==> config.mk <==
export PLATFORM = sky130hd
export DESIGN_NAME = snake_game_ctrl_flat
export DESIGN_NICKNAME = d
export VERILOG_FILES = /design/src/rtl/snake_game_ctrl_if.sv /design/src/rtl/snake_game_ctrl.sv /design/src/flat_wrapper.sv
export SDC_FILE = /design/constraint.sdc
export NUM_CORES = 1
export LEC_CHECK = 0
export BUFFER_PORTS_ARGS = -buffer_cell sky130_fd_sc_hd__buf_2
export CORE_MARGIN = 10
export CORE_UTILIZATION = 50
export CTS_CLUSTER_DIAMETER = 40
export DETAILED_ROUTE_END_ITERATION = 10
export GPL_ROUTABILITY_DRIVEN = 0
export PLACE_DENSITY = 0.72
export SLEW_MARGIN = 20
export SYNTH_ARGS = -nofsm -noshare
export SYNTH_HDL_FRONTEND = slang
export SYNTH_SLANG_ARGS = --single-unit
==> constraint.sdc <==
create_clock -name CLK_50M -period 2.36 [get_ports CLK_50M]
set_clock_uncertainty 0.05 [all_clocks]
set_input_delay 0.118 -clock CLK_50M [delete_from_list [all_inputs] [get_ports CLK_50M]]
set_output_delay 0.118 -clock CLK_50M [all_outputs]
set_load 0.01 [all_outputs]
==> src/rtl/snake_game_ctrl_if.sv <==
// Bundle between the snake game sequencer and its neighbours:
// the key debouncers, the body/head datapath and the apple generator.
interface snake_game_ctrl_if #(
    parameter int SCORE_W = 10
);
    logic               key_start;
    logic [3:0]         key_dir;
    logic [5:0]         head_x;
    logic [5:0]         head_y;
    logic               body_hit;
    logic               apple_hit;
    logic               apple_ack;
    logic               move_en;
    logic [1:0]         dir;
    logic               grow;
    logic               apple_req;
    logic               snake_rst;
    logic [1:0]         game_state;
    logic [SCORE_W-1:0] score;

    modport master (
        input  key_start, key_dir, head_x, head_y, body_hit, apple_hit, apple_ack,
        output move_en, dir, grow, apple_req, snake_rst, game_state, score
    );

    modport slave (
        output key_start, key_dir, head_x, head_y, body_hit, apple_hit, apple_ack,
        input  move_en, dir, grow, apple_req, snake_rst, game_state, score
    );
endinterface

==> src/rtl/snake_game_ctrl.sv <==
// Snake game sequencer: step timer, direction commit, collision/apple checks,
// growth, scoring and apple respawn handshake. All outputs are registered.
module snake_game_ctrl #(
    parameter int TICK_DIV = 12_500_000,
    parameter int X_MAX    = 39,
    parameter int Y_MAX    = 29,
    parameter int SCORE_W  = 10
) (
    input logic               CLK_50M,
    input logic               RST,
    snake_game_ctrl_if.master bus
);

    localparam int TICK_W = (TICK_DIV > 1) ? $clog2(TICK_DIV) : 1;

    typedef enum logic [2:0] {
        S_IDLE    = 3'd0,
        S_INIT    = 3'd1,
        S_RUN     = 3'd2,
        S_MOVE    = 3'd3,
        S_CHECK   = 3'd4,
        S_RESPAWN = 3'd5,
        S_OVER    = 3'd6
    } state_t;

    state_t             state_r;
    state_t             next_s;
    logic [TICK_W-1:0]  tick_r;
    logic [1:0]         dir_r;
    logic [1:0]         pending_r;
    logic [SCORE_W-1:0] score_r;
    logic               move_en_r;
    logic               grow_r;
    logic               apple_req_r;
    logic               snake_rst_r;
    logic [1:0]         game_state_r;

    logic               tick_done_s;
    logic               collide_s;
    logic               eat_s;
    logic [1:0]         key_code_s;
    logic               key_valid_s;

    function automatic logic is_onehot4(input logic [3:0] v);
        return (v != 4'd0) && ((v & (v - 4'd1)) == 4'd0);
    endfunction

    // key_dir is {up,down,left,right}; dir codes are up 00, down 01, left 10, right 11
    function automatic logic [1:0] key_to_dir(input logic [3:0] v);
        logic [1:0] d;
        case (v)
            4'b1000: d = 2'b00;
            4'b0100: d = 2'b01;
            4'b0010: d = 2'b10;
            default: d = 2'b11;
        endcase
        return d;
    endfunction

    function automatic logic [1:0] state_code(input state_t s);
        logic [1:0] c;
        case (s)
            S_IDLE:    c = 2'b00;
            S_OVER:    c = 2'b10;
            S_INIT, S_RUN, S_MOVE, S_CHECK, S_RESPAWN: c = 2'b01;
            default:   c = 2'b00;
        endcase
        return c;
    endfunction

    assign tick_done_s = (tick_r == TICK_W'(TICK_DIV - 1));
    assign collide_s   = (bus.head_x == 6'd0) || (bus.head_x == 6'(X_MAX)) ||
                         (bus.head_y == 6'd0) || (bus.head_y == 6'(Y_MAX)) || bus.body_hit;
    assign eat_s       = (state_r == S_CHECK) && !collide_s && bus.apple_hit;
    assign key_code_s  = key_to_dir(bus.key_dir);
    // Reversal flips the low bit of the code: up<->down, left<->right
    assign key_valid_s = is_onehot4(bus.key_dir) &&
                         (key_code_s != {dir_r[1], ~dir_r[0]}) &&
                         (state_r != S_IDLE) && (state_r != S_OVER);

    // State register
    always_ff @(posedge CLK_50M) begin
        if (RST) begin
            state_r <= S_IDLE;
        end else begin
            state_r <= next_s;
        end
    end

    // Next-state decode
    always_comb begin
        next_s = state_r;
        case (state_r)
            S_IDLE: begin
                if (bus.key_start) next_s = S_INIT;
                else               next_s = S_IDLE;
            end
            S_INIT:  next_s = S_RUN;
            S_RUN: begin
                if (tick_done_s) next_s = S_MOVE;
                else             next_s = S_RUN;
            end
            S_MOVE:  next_s = S_CHECK;
            S_CHECK: begin
                if (collide_s)          next_s = S_OVER;
                else if (bus.apple_hit) next_s = S_RESPAWN;
                else                    next_s = S_RUN;
            end
            S_RESPAWN: begin
                if (bus.apple_ack) next_s = S_RUN;
                else               next_s = S_RESPAWN;
            end
            S_OVER: begin
                if (bus.key_start) next_s = S_INIT;
                else               next_s = S_OVER;
            end
            default: next_s = S_IDLE;
        endcase
    end

    // Step timer, direction commit and score; cleared on entry to INIT so they read clean during INIT
    always_ff @(posedge CLK_50M) begin
        if (RST) begin
            tick_r    <= '0;
            dir_r     <= 2'b11;
            pending_r <= 2'b11;
            score_r   <= '0;
        end else if (next_s == S_INIT) begin
            tick_r    <= '0;
            dir_r     <= 2'b11;
            pending_r <= 2'b11;
            score_r   <= '0;
        end else begin
            if (state_r == S_RUN) begin
                tick_r <= tick_done_s ? '0 : tick_r + TICK_W'(1);
            end else begin
                tick_r <= tick_r;
            end
            if (key_valid_s) begin
                pending_r <= key_code_s;
            end else begin
                pending_r <= pending_r;
            end
            // dir is committed on entry to MOVE so the datapath sees it with move_en
            if (next_s == S_MOVE) begin
                dir_r <= pending_r;
            end else begin
                dir_r <= dir_r;
            end
            if (eat_s && (score_r != {SCORE_W{1'b1}})) begin
                score_r <= score_r + SCORE_W'(1);
            end else begin
                score_r <= score_r;
            end
        end
    end

    // Registered pulse/level outputs derived from the upcoming state
    always_ff @(posedge CLK_50M) begin
        if (RST) begin
            move_en_r    <= 1'b0;
            grow_r       <= 1'b0;
            apple_req_r  <= 1'b0;
            snake_rst_r  <= 1'b0;
            game_state_r <= 2'b00;
        end else begin
            move_en_r    <= (next_s == S_MOVE);
            grow_r       <= eat_s;
            apple_req_r  <= (next_s == S_RESPAWN);
            snake_rst_r  <= (next_s == S_INIT);
            game_state_r <= state_code(next_s);
        end
    end

    assign bus.move_en    = move_en_r;
    assign bus.dir        = dir_r;
    assign bus.grow       = grow_r;
    assign bus.apple_req  = apple_req_r;
    assign bus.snake_rst  = snake_rst_r;
    assign bus.game_state = game_state_r;
    assign bus.score      = score_r;

endmodule

==> src/flat_wrapper.sv <==
// flat-port wrapper written by rule: the top's interface ports become plain ports
module snake_game_ctrl_flat 
#(
    parameter int TICK_DIV = 12_500_000,
    parameter int X_MAX    = 39,
    parameter int Y_MAX    = 29,
    parameter int SCORE_W  = 10
)
  (CLK_50M, RST, bus_key_start, bus_key_dir, bus_head_x, bus_head_y, bus_body_hit, bus_apple_hit, bus_apple_ack, bus_move_en, bus_dir, bus_grow, bus_apple_req, bus_snake_rst, bus_game_state, bus_score);
  snake_game_ctrl_if #(.SCORE_W(SCORE_W)) bus_i ();
  input logic CLK_50M;
  input logic RST;
  input wire logic [$bits(bus_i.key_start)-1:0] bus_key_start;
  input wire logic [$bits(bus_i.key_dir)-1:0] bus_key_dir;
  input wire logic [$bits(bus_i.head_x)-1:0] bus_head_x;
  input wire logic [$bits(bus_i.head_y)-1:0] bus_head_y;
  input wire logic [$bits(bus_i.body_hit)-1:0] bus_body_hit;
  input wire logic [$bits(bus_i.apple_hit)-1:0] bus_apple_hit;
  input wire logic [$bits(bus_i.apple_ack)-1:0] bus_apple_ack;
  output wire logic [$bits(bus_i.move_en)-1:0] bus_move_en;
  output wire logic [$bits(bus_i.dir)-1:0] bus_dir;
  output wire logic [$bits(bus_i.grow)-1:0] bus_grow;
  output wire logic [$bits(bus_i.apple_req)-1:0] bus_apple_req;
  output wire logic [$bits(bus_i.snake_rst)-1:0] bus_snake_rst;
  output wire logic [$bits(bus_i.game_state)-1:0] bus_game_state;
  output wire logic [$bits(bus_i.score)-1:0] bus_score;
  assign bus_i.key_start = bus_key_start;
  assign bus_i.key_dir = bus_key_dir;
  assign bus_i.head_x = bus_head_x;
  assign bus_i.head_y = bus_head_y;
  assign bus_i.body_hit = bus_body_hit;
  assign bus_i.apple_hit = bus_apple_hit;
  assign bus_i.apple_ack = bus_apple_ack;
  assign bus_move_en = bus_i.move_en;
  assign bus_dir = bus_i.dir;
  assign bus_grow = bus_i.grow;
  assign bus_apple_req = bus_i.apple_req;
  assign bus_snake_rst = bus_i.snake_rst;
  assign bus_game_state = bus_i.game_state;
  assign bus_score = bus_i.score;
  snake_game_ctrl #(.TICK_DIV(TICK_DIV), .X_MAX(X_MAX), .Y_MAX(Y_MAX), .SCORE_W(SCORE_W)) u_core (.CLK_50M(CLK_50M), .RST(RST), .bus(bus_i));
endmodule
==> key figures, run 1 <==
Routing
  – Drt initial violations: 80
  – Wire per inst: 13.0 microns
  – Via Count: 2110
  – TritonRoute pass-1 iters: 4
  – Routed WL: 5010 microns
  – Number of remaining DRC errors: 0
  – Vias per inst: 5.48
  – Post-route antenna net violation count: 0

Die
  – Die Width: 89.4 microns
  – Die ar.: 0.00799 sq mm
  – Core area: 0.00469 sq mm
  – Die height: 89.4 microns
  – Initial Utilization: 51.3%
  – Num rows: 25
  – Boundary pin count: 40

Global route
  – Most utilized layer in the global route result: met2
  – Met3 usage: 4.83%
  – Largest net degree at the start of global routing: 22
  – M2 GR Usage: 21.7%
  – Met1 usage: 15.8%
  – Initial antenna violation count: 0
  – GRT Util Overall: 13.4%
  – Vias in the first global route: 1976
  – Global-route wire length before repair: 8670 microns
  – Global route overflow: 0

Clock tree
  – CTS Buf Count: 5
  – Reg clk slew, reported paths: 90 ps
  – CTS tree: yes
  – Post CTS Setup Buffer Count: 0
  – H-Tree Depth: 2
  – Sinks on the clock net: 47
  – CTS resizes: 0
  – Worst skew pair latency: 300 ps
  – Root buf cell: clkbuf_8
  – Max clock buf depth: 2
  – Post-CTS Hold Fix Bufs: 0

Worst setup path
  – Slowest CP cell: or4_1
  – CP Class: flop to flop
  – Crit path buf inv count: 0
  – CP Capture Type: flop
  – CP max FO: 21
  – Crit-path cells: nand3_2 > or3_4 > or4_1 > nand2_4 > nor2_1
  – Req. time, crit path: 2490 ps
  – Kind of cell adding the most delay to the critical path: simple AND/OR/NAND/NOR gates
  – CP max stage delay: 710 ps
  – Arrival @ worst endpoint: 2230 ps
  – Critical Path Source Type: flop

Final layout
  – Share of layout cells above drive strength 1: 19.3%
  – # diodes: 0
  – # fillers: 440
  – Area Overhead vs Synth: 14.5%
  – Non-filler cells, final: 385
  – Number of nets in the layout: 354

Timing
  – Least-Margin Pin Slew: 523 ps
  – Slew headroom: 64.7%
  – RSZ-0062 raised after global routing: false
  – F_max: 478 MHz
  – Endpoints failing hold: 0
  – Setup total negative slack: 0 ps
  – Final setup fails: 0
  – Hold WS: 59.7 ps
  – Slew Limit Fails: 0
  – Final worst path period share: 88.7%
  – Fin crit period: 2090 ps

Flow run
  – Max-Cap Viols: 0

Synth
  – Mean Syn Cell Area: 8.36 sq um
  – Gate Count Post-Synth: 288
  – Synth Net Count: 312
  – Post-synth top area share: 39.1%
  – Largest cells by area after synthesis: dfxtp_1, xnor2_1, nor2_1
  – Post-Syn Area: 0.00241 sq mm
  – Sequential area share after synthesis: 39.1%
  – Synthesized flop and latch total: 47
  – EDFF count, synth: 0
  – Ys flop type: dfxtp_1
  – Yosys warns: 0
  – Area leader, netlist: dfxtp_1
  – Post-synth ARST share: 0%
  – Synth unique cells: 48

Place
  – Buffers on Ports: 39
  – Cells after DPL: 377
  – Dpl hpwl: 3760 microns

Power and ir drop
  – Overall power: 1510 uW
  – Leak: 0.00101 uW
  – Worst vdd ir: 321 uV
  – Pwr dens: 549 mW/mm^2

Min path
  – Hold crit path type: input pin to flop

Status
  – Outcome: completed
## layout make-up
type	instances	area (sq um)	share of cell area (%)
Sequential cell	47	941	34.1
Timing Repair Buffer	46	248	8.98
Clock inverter	1	7.51	0.272
Clock buffer	7	96.3	3.49
Inverter	10	37.5	1.36
Tap cell	54	67.6	2.45
Multi-Input combinational cell	220	1360	49.3
## state kept, by name (all words and copies together) (netlist names)
name	flops
u_core.bus.apple_req	1
u_core.bus.dir	2
u_core.bus.game_state	2
u_core.bus.grow	1
u_core.bus.move_en	1
u_core.bus.score	10
u_core.bus.snake_rst	1
u_core.pending_r	2
u_core.state_r	3
u_core.tick_r	24
## per-stage QoR
stage / cell area, sq um / worst slack [ps] / utilization [%]
floorplan: 2410 / 506 / -
global placement: 2650 / 330 / 56.6
detailed placement: 2650 / 279 / 56.6
CTS: 2760 / 256 / 58.8
global route: 2760 / 123 / 58.8
finish: 2760 / 266 / 58.8
## placed cells by master (no fill, tap or decap), drive strengths merged, types with 4 or more instances in the layout
cell / count
o21a: 4
mux2i: 4
and3: 4
dfxtp: 47
a211oi: 4
nor3: 8
o21ai: 9
xor2: 6
nand2: 19
buf: 46
nor4: 6
inv: 10
clkbuf: 7
nand4: 10
nor2: 47
nand3: 14
xnor2: 22
or4: 7
or3: 5
nor2b: 5
a21oi: 14
o31ai: 5
## Yosys cell counts, types with 2 or more instances
cell      number
o21ai_0        8
dfxtp_1       47
or2_2          3
nand4_1       10
a211oi_1       3
nor3_1         8
nand2b_1       3
and2_1         3
and4_1         2
nor4_1         6
buf_6          3
or4_1          7
mux2i_1        4
nor3b_1        2
o31ai_1        5
buf_2          2
or3_1          4
buf_1          2
xor2_1         6
inv_1         10
o21a_1         4
and3_1         4
ha_1           2
a211o_1        2
clkbuf_1       3
xnor2_1       22
a21oi_1       13
nand3_1       13
nor2_1        47
nor2b_1        5
nand2_1       18
## kinds of logic (layout without fill, tap and decap cells)
kind of cell | count (synthesis) | in the layout | synth area share (%)
flip-flops | 47 | 47 | 39.1
buffers and inverters | 21 | 64 | 4.47
XOR/XNOR | 28 | 28 | 10.2
adder cells (fa/ha/maj) | 2 | 2 | 1.04
multiplexers | 5 | 5 | 2.13
AO/OA/AOI/OAI | 42 | 42 | 11.9
AND/OR/NAND/NOR | 143 | 143 | 31.2
## layer usage
metal / part of all wire [%] / wire [microns]
met1: 46 / 2310
met2: 44 / 2230
met4: 1.7 / 85
met5: 0 / 0
met3: 7.7 / 388
## power by group
group	total, uW	internal [uW]	switching [uW]
clock network	536	267	269
logic	166	68.6	97.8
registers	811	803	8.21
total	1510	1140	375
## worst paths after layout
kind | to | cells after the start | slack (ps) | from
worst min register to register | u_core.bus.dir[0] | 2 | 420 | u_core.pending_r[0]
worst max-delay path | u_core.tick_r[1] | 5 | 270 | u_core.tick_r[17]
worst min-delay path | u_core.bus.grow | 2 | 60 | RST
worst max register to register | u_core.tick_r[1] | 5 | 270 | u_core.tick_r[17]
Power figures use the tool's default switching activity.
==> run 2: changes to the inputs <==
CORE_MARGIN = not set   (was 10)
==> run 2 against run 1 <==
The run now ends with DRC left. Final cell count decreased by 0.78%. Routed wire length decreased by 8.7%. Critical path type unchanged. Via count increased by 0.33%. First-iteration DRC count increased by 23%. Total power fell by 1.4%. Final area decreased by 0.50%. Die area shrank 36%. Highest routed layer unchanged. Clock power shrank 3.9%. Clock-buffer cell count increased by 1. Critical endpoint is now u_core.bus.score[3]. Worst setup slack worse by 30 ps. Core utilization grew 2.1 points. Sequential cell count unchanged.
==> key figures, run 2 (synthesis gave the netlist of run 1 again) <==
Worst setup path
  – Worst reg2reg path endpoint: u_core.bus.score[3]
  – CP max FO: 9 (-57%)
  – Worst reg-to-reg setup slack: 240 ps (-30 ps)
  – Kind of cell adding the most delay to the critical path: simple AND/OR/NAND/NOR gates
  – Crit path buf inv count: 0 (unchanged)
  – Slowest CP cell: or4_1
  – CP Class: flop to flop
  – Crit-path cells: or3b_1 > nor2_1 > nand3_1 > or4_1 > a21oi_1
  – Arrival @ worst endpoint: 2300 ps (+70 ps)
  – Critical Path Source Type: flop
  – CP Depth: 5 (unchanged)
  – CP Capture Type: flop
  – Req. time, crit path: 2540 ps (+50 ps)
  – CP max stage delay: 570 ps (-140 ps)
  – Reg2Reg Depth: 5 (unchanged)
  – Worst R2R Start: u_core.state_r[2]

Timing
  – Slew Limit Fails: 0 (unchanged)
  – Setup ws final: 237 ps (-30.0 ps)
  – Final setup fails: 0 (unchanged)
  – Setup total negative slack: 0 ps (unchanged)
  – RSZ-0062 raised after global routing: false
  – Endpoints failing hold: 0 (unchanged)
  – F_max: 471 MHz (-1.4%)
  – Final worst path period share: 90.0% (+1.3 points)
  – Slew headroom: 62.5% (-2.2 points)
  – Least-Margin Pin Slew: 557 ps (+33.2 ps)
  – Hold WS: 77.7 ps (+18.0 ps)
  – Fin crit period: 2120 ps (+30.0 ps)

Min path
  – Worst Hold End: u_core.bus.move_en
  – Hold crit path type: input pin to flop
  – Hold path depth: 2 (unchanged)
  – Min-delay src: RST

Die
  – Num rows: 24 (-4.0%)
  – Die Width: 71.4 microns (-20%)
  – Boundary pin count: 40 (unchanged)
  – Initial Utilization: 53.5% (+2.1 points)
  – Die ar.: 0.00510 sq mm (-36%)
  – Die height: 71.4 microns (-20%)
  – Core area: 0.00450 sq mm (-4.0%)

Clock tree
  – Max clock buf depth: 2 (unchanged)
  – CTS Buf Count: 5 (unchanged)
  – Reg clk slew, reported paths: 80 ps (about the same)
  – H-Tree Depth: 2 (unchanged)
  – Root buf cell: clkbuf_8
  – CTS tree: yes
  – CTS resizes: 0 (unchanged)
  – Post CTS Setup Buffer Count: 0 (unchanged)
  – Sinks on the clock net: 47 (unchanged)
  – Worst skew pair latency: 290 ps (about the same)
  – Post-CTS Hold Fix Bufs: 0 (unchanged)

Final layout
  – Non-filler cells, final: 382 (-0.78%)
  – # fillers: 422 (-4.1%)
  – Max FFs per register: 24 (unchanged)
  – Highest-count cells in the layout ignoring fill and taps: nor2_1, dfxtp_1, buf_2, xnor2_1, nand2_1
  – Number of nets in the layout: 353 (-0.28%)
  – # diodes: 0 (unchanged)
  – Share of layout cells above drive strength 1: 18.8% (-0.55 points)
  – Area Overhead vs Synth: 13.9%
  – Non-Filler Cell Area, Final: 0.00274 sq mm (-0.50%)
  – Biggest register: u_core.tick_r

Power and ir drop
  – Pwr dens: 544 mW/mm^2 (-0.88%)
  – Leak: 0.00100 uW (-0.31%)
  – Worst vdd ir: 466 uV (+45%)

Flow run
  – Max-Cap Viols: 0 (unchanged)

Place
  – Place WS: 278 ps (-1.55 ps)
  – Buffers on Ports: 39 (unchanged)
  – Dpl hpwl: 3380 microns (-10%)
  – Cells after DPL: 374 (-0.80%)
  – Area of placed instances: 0.00264 sq mm (-0.38%)

Global route
  – Vias in the first global route: 1879 (-4.9%)
  – GRT Util Overall: 19.2% (+5.8 points)
  – Global route overflow: 0 (unchanged)
  – Largest net degree at the start of global routing: 22 (unchanged)
  – Global-route wire length before repair: 7890 microns (-9.1%)
  – Initial antenna violation count: 0 (unchanged)

Status
  – Outcome: finished with violations
  – Failing checks: DRC

Routing
  – Drt initial violations: 98 (+23%)
  – Vias per inst: 5.54 (+1.1%)
  – Via Count: 2117 (+0.33%)
  – TritonRoute pass-1 iters: 10 (+6)
  – Number of remaining DRC errors: 4 (+4)
  – Wire per inst: 12.0 microns (-8.0%)
  – Routed WL: 4580 microns (-8.7%)
  – Post-route antenna net violation count: 0 (unchanged)
==> run 2: metrics by stage <==
step                      power [uW]  util, %
after global routing            1560     60.9
final                           1490     60.9
after global placement           996     58.7
after CTS                       1510     60.9
after detailed placement         996     58.7
after floorplan                  947        -
==> run 2: how the worst max path moves through the flow <==
stage	start	endpoint	slack, ps
2_1_floorplan	u_core.tick_r[17]	u_core.tick_r[10]	510
3_3_place_gp	u_core.state_r[2]	u_core.bus.score[4]	280
3_5_place_dp	u_core.state_r[2]	u_core.bus.score[3]	280
4_1_cts	u_core.state_r[2]	u_core.bus.score[5]	250
5_1_grt	u_core.state_r[2]	u_core.bus.score[3]	70
6_report	u_core.state_r[2]	u_core.bus.score[3]	240
==> run 2: cell type report <==
class                   count  area [sq um]  share of cell area [%]
inverters                  10          37.5                    1.37
repair buffers             45           240                    8.76
clock buffers               8           100                    3.65
well taps                  52          65.1                    2.37
flip-flops and latches     47           941                    34.3
multi-input cells         220          1360                    49.6
==> run 2: per-layer routing <==
metal | track usage, % | routed length [microns]
met4 | 6.67 | 61
met2 | 31.0 | 2020
met5 | 0 | 0
met1 | 25.8 | 2280
met3 | 3.80 | 210
==> run 2: power breakdown <==
group	switching [uW]	internal, uW	total [uW]	leakage (uW)
sequential	9.18	803	812	0.000380
combinational	97.3	68.5	166	0.000573
clock	247	267	515	0.0000515
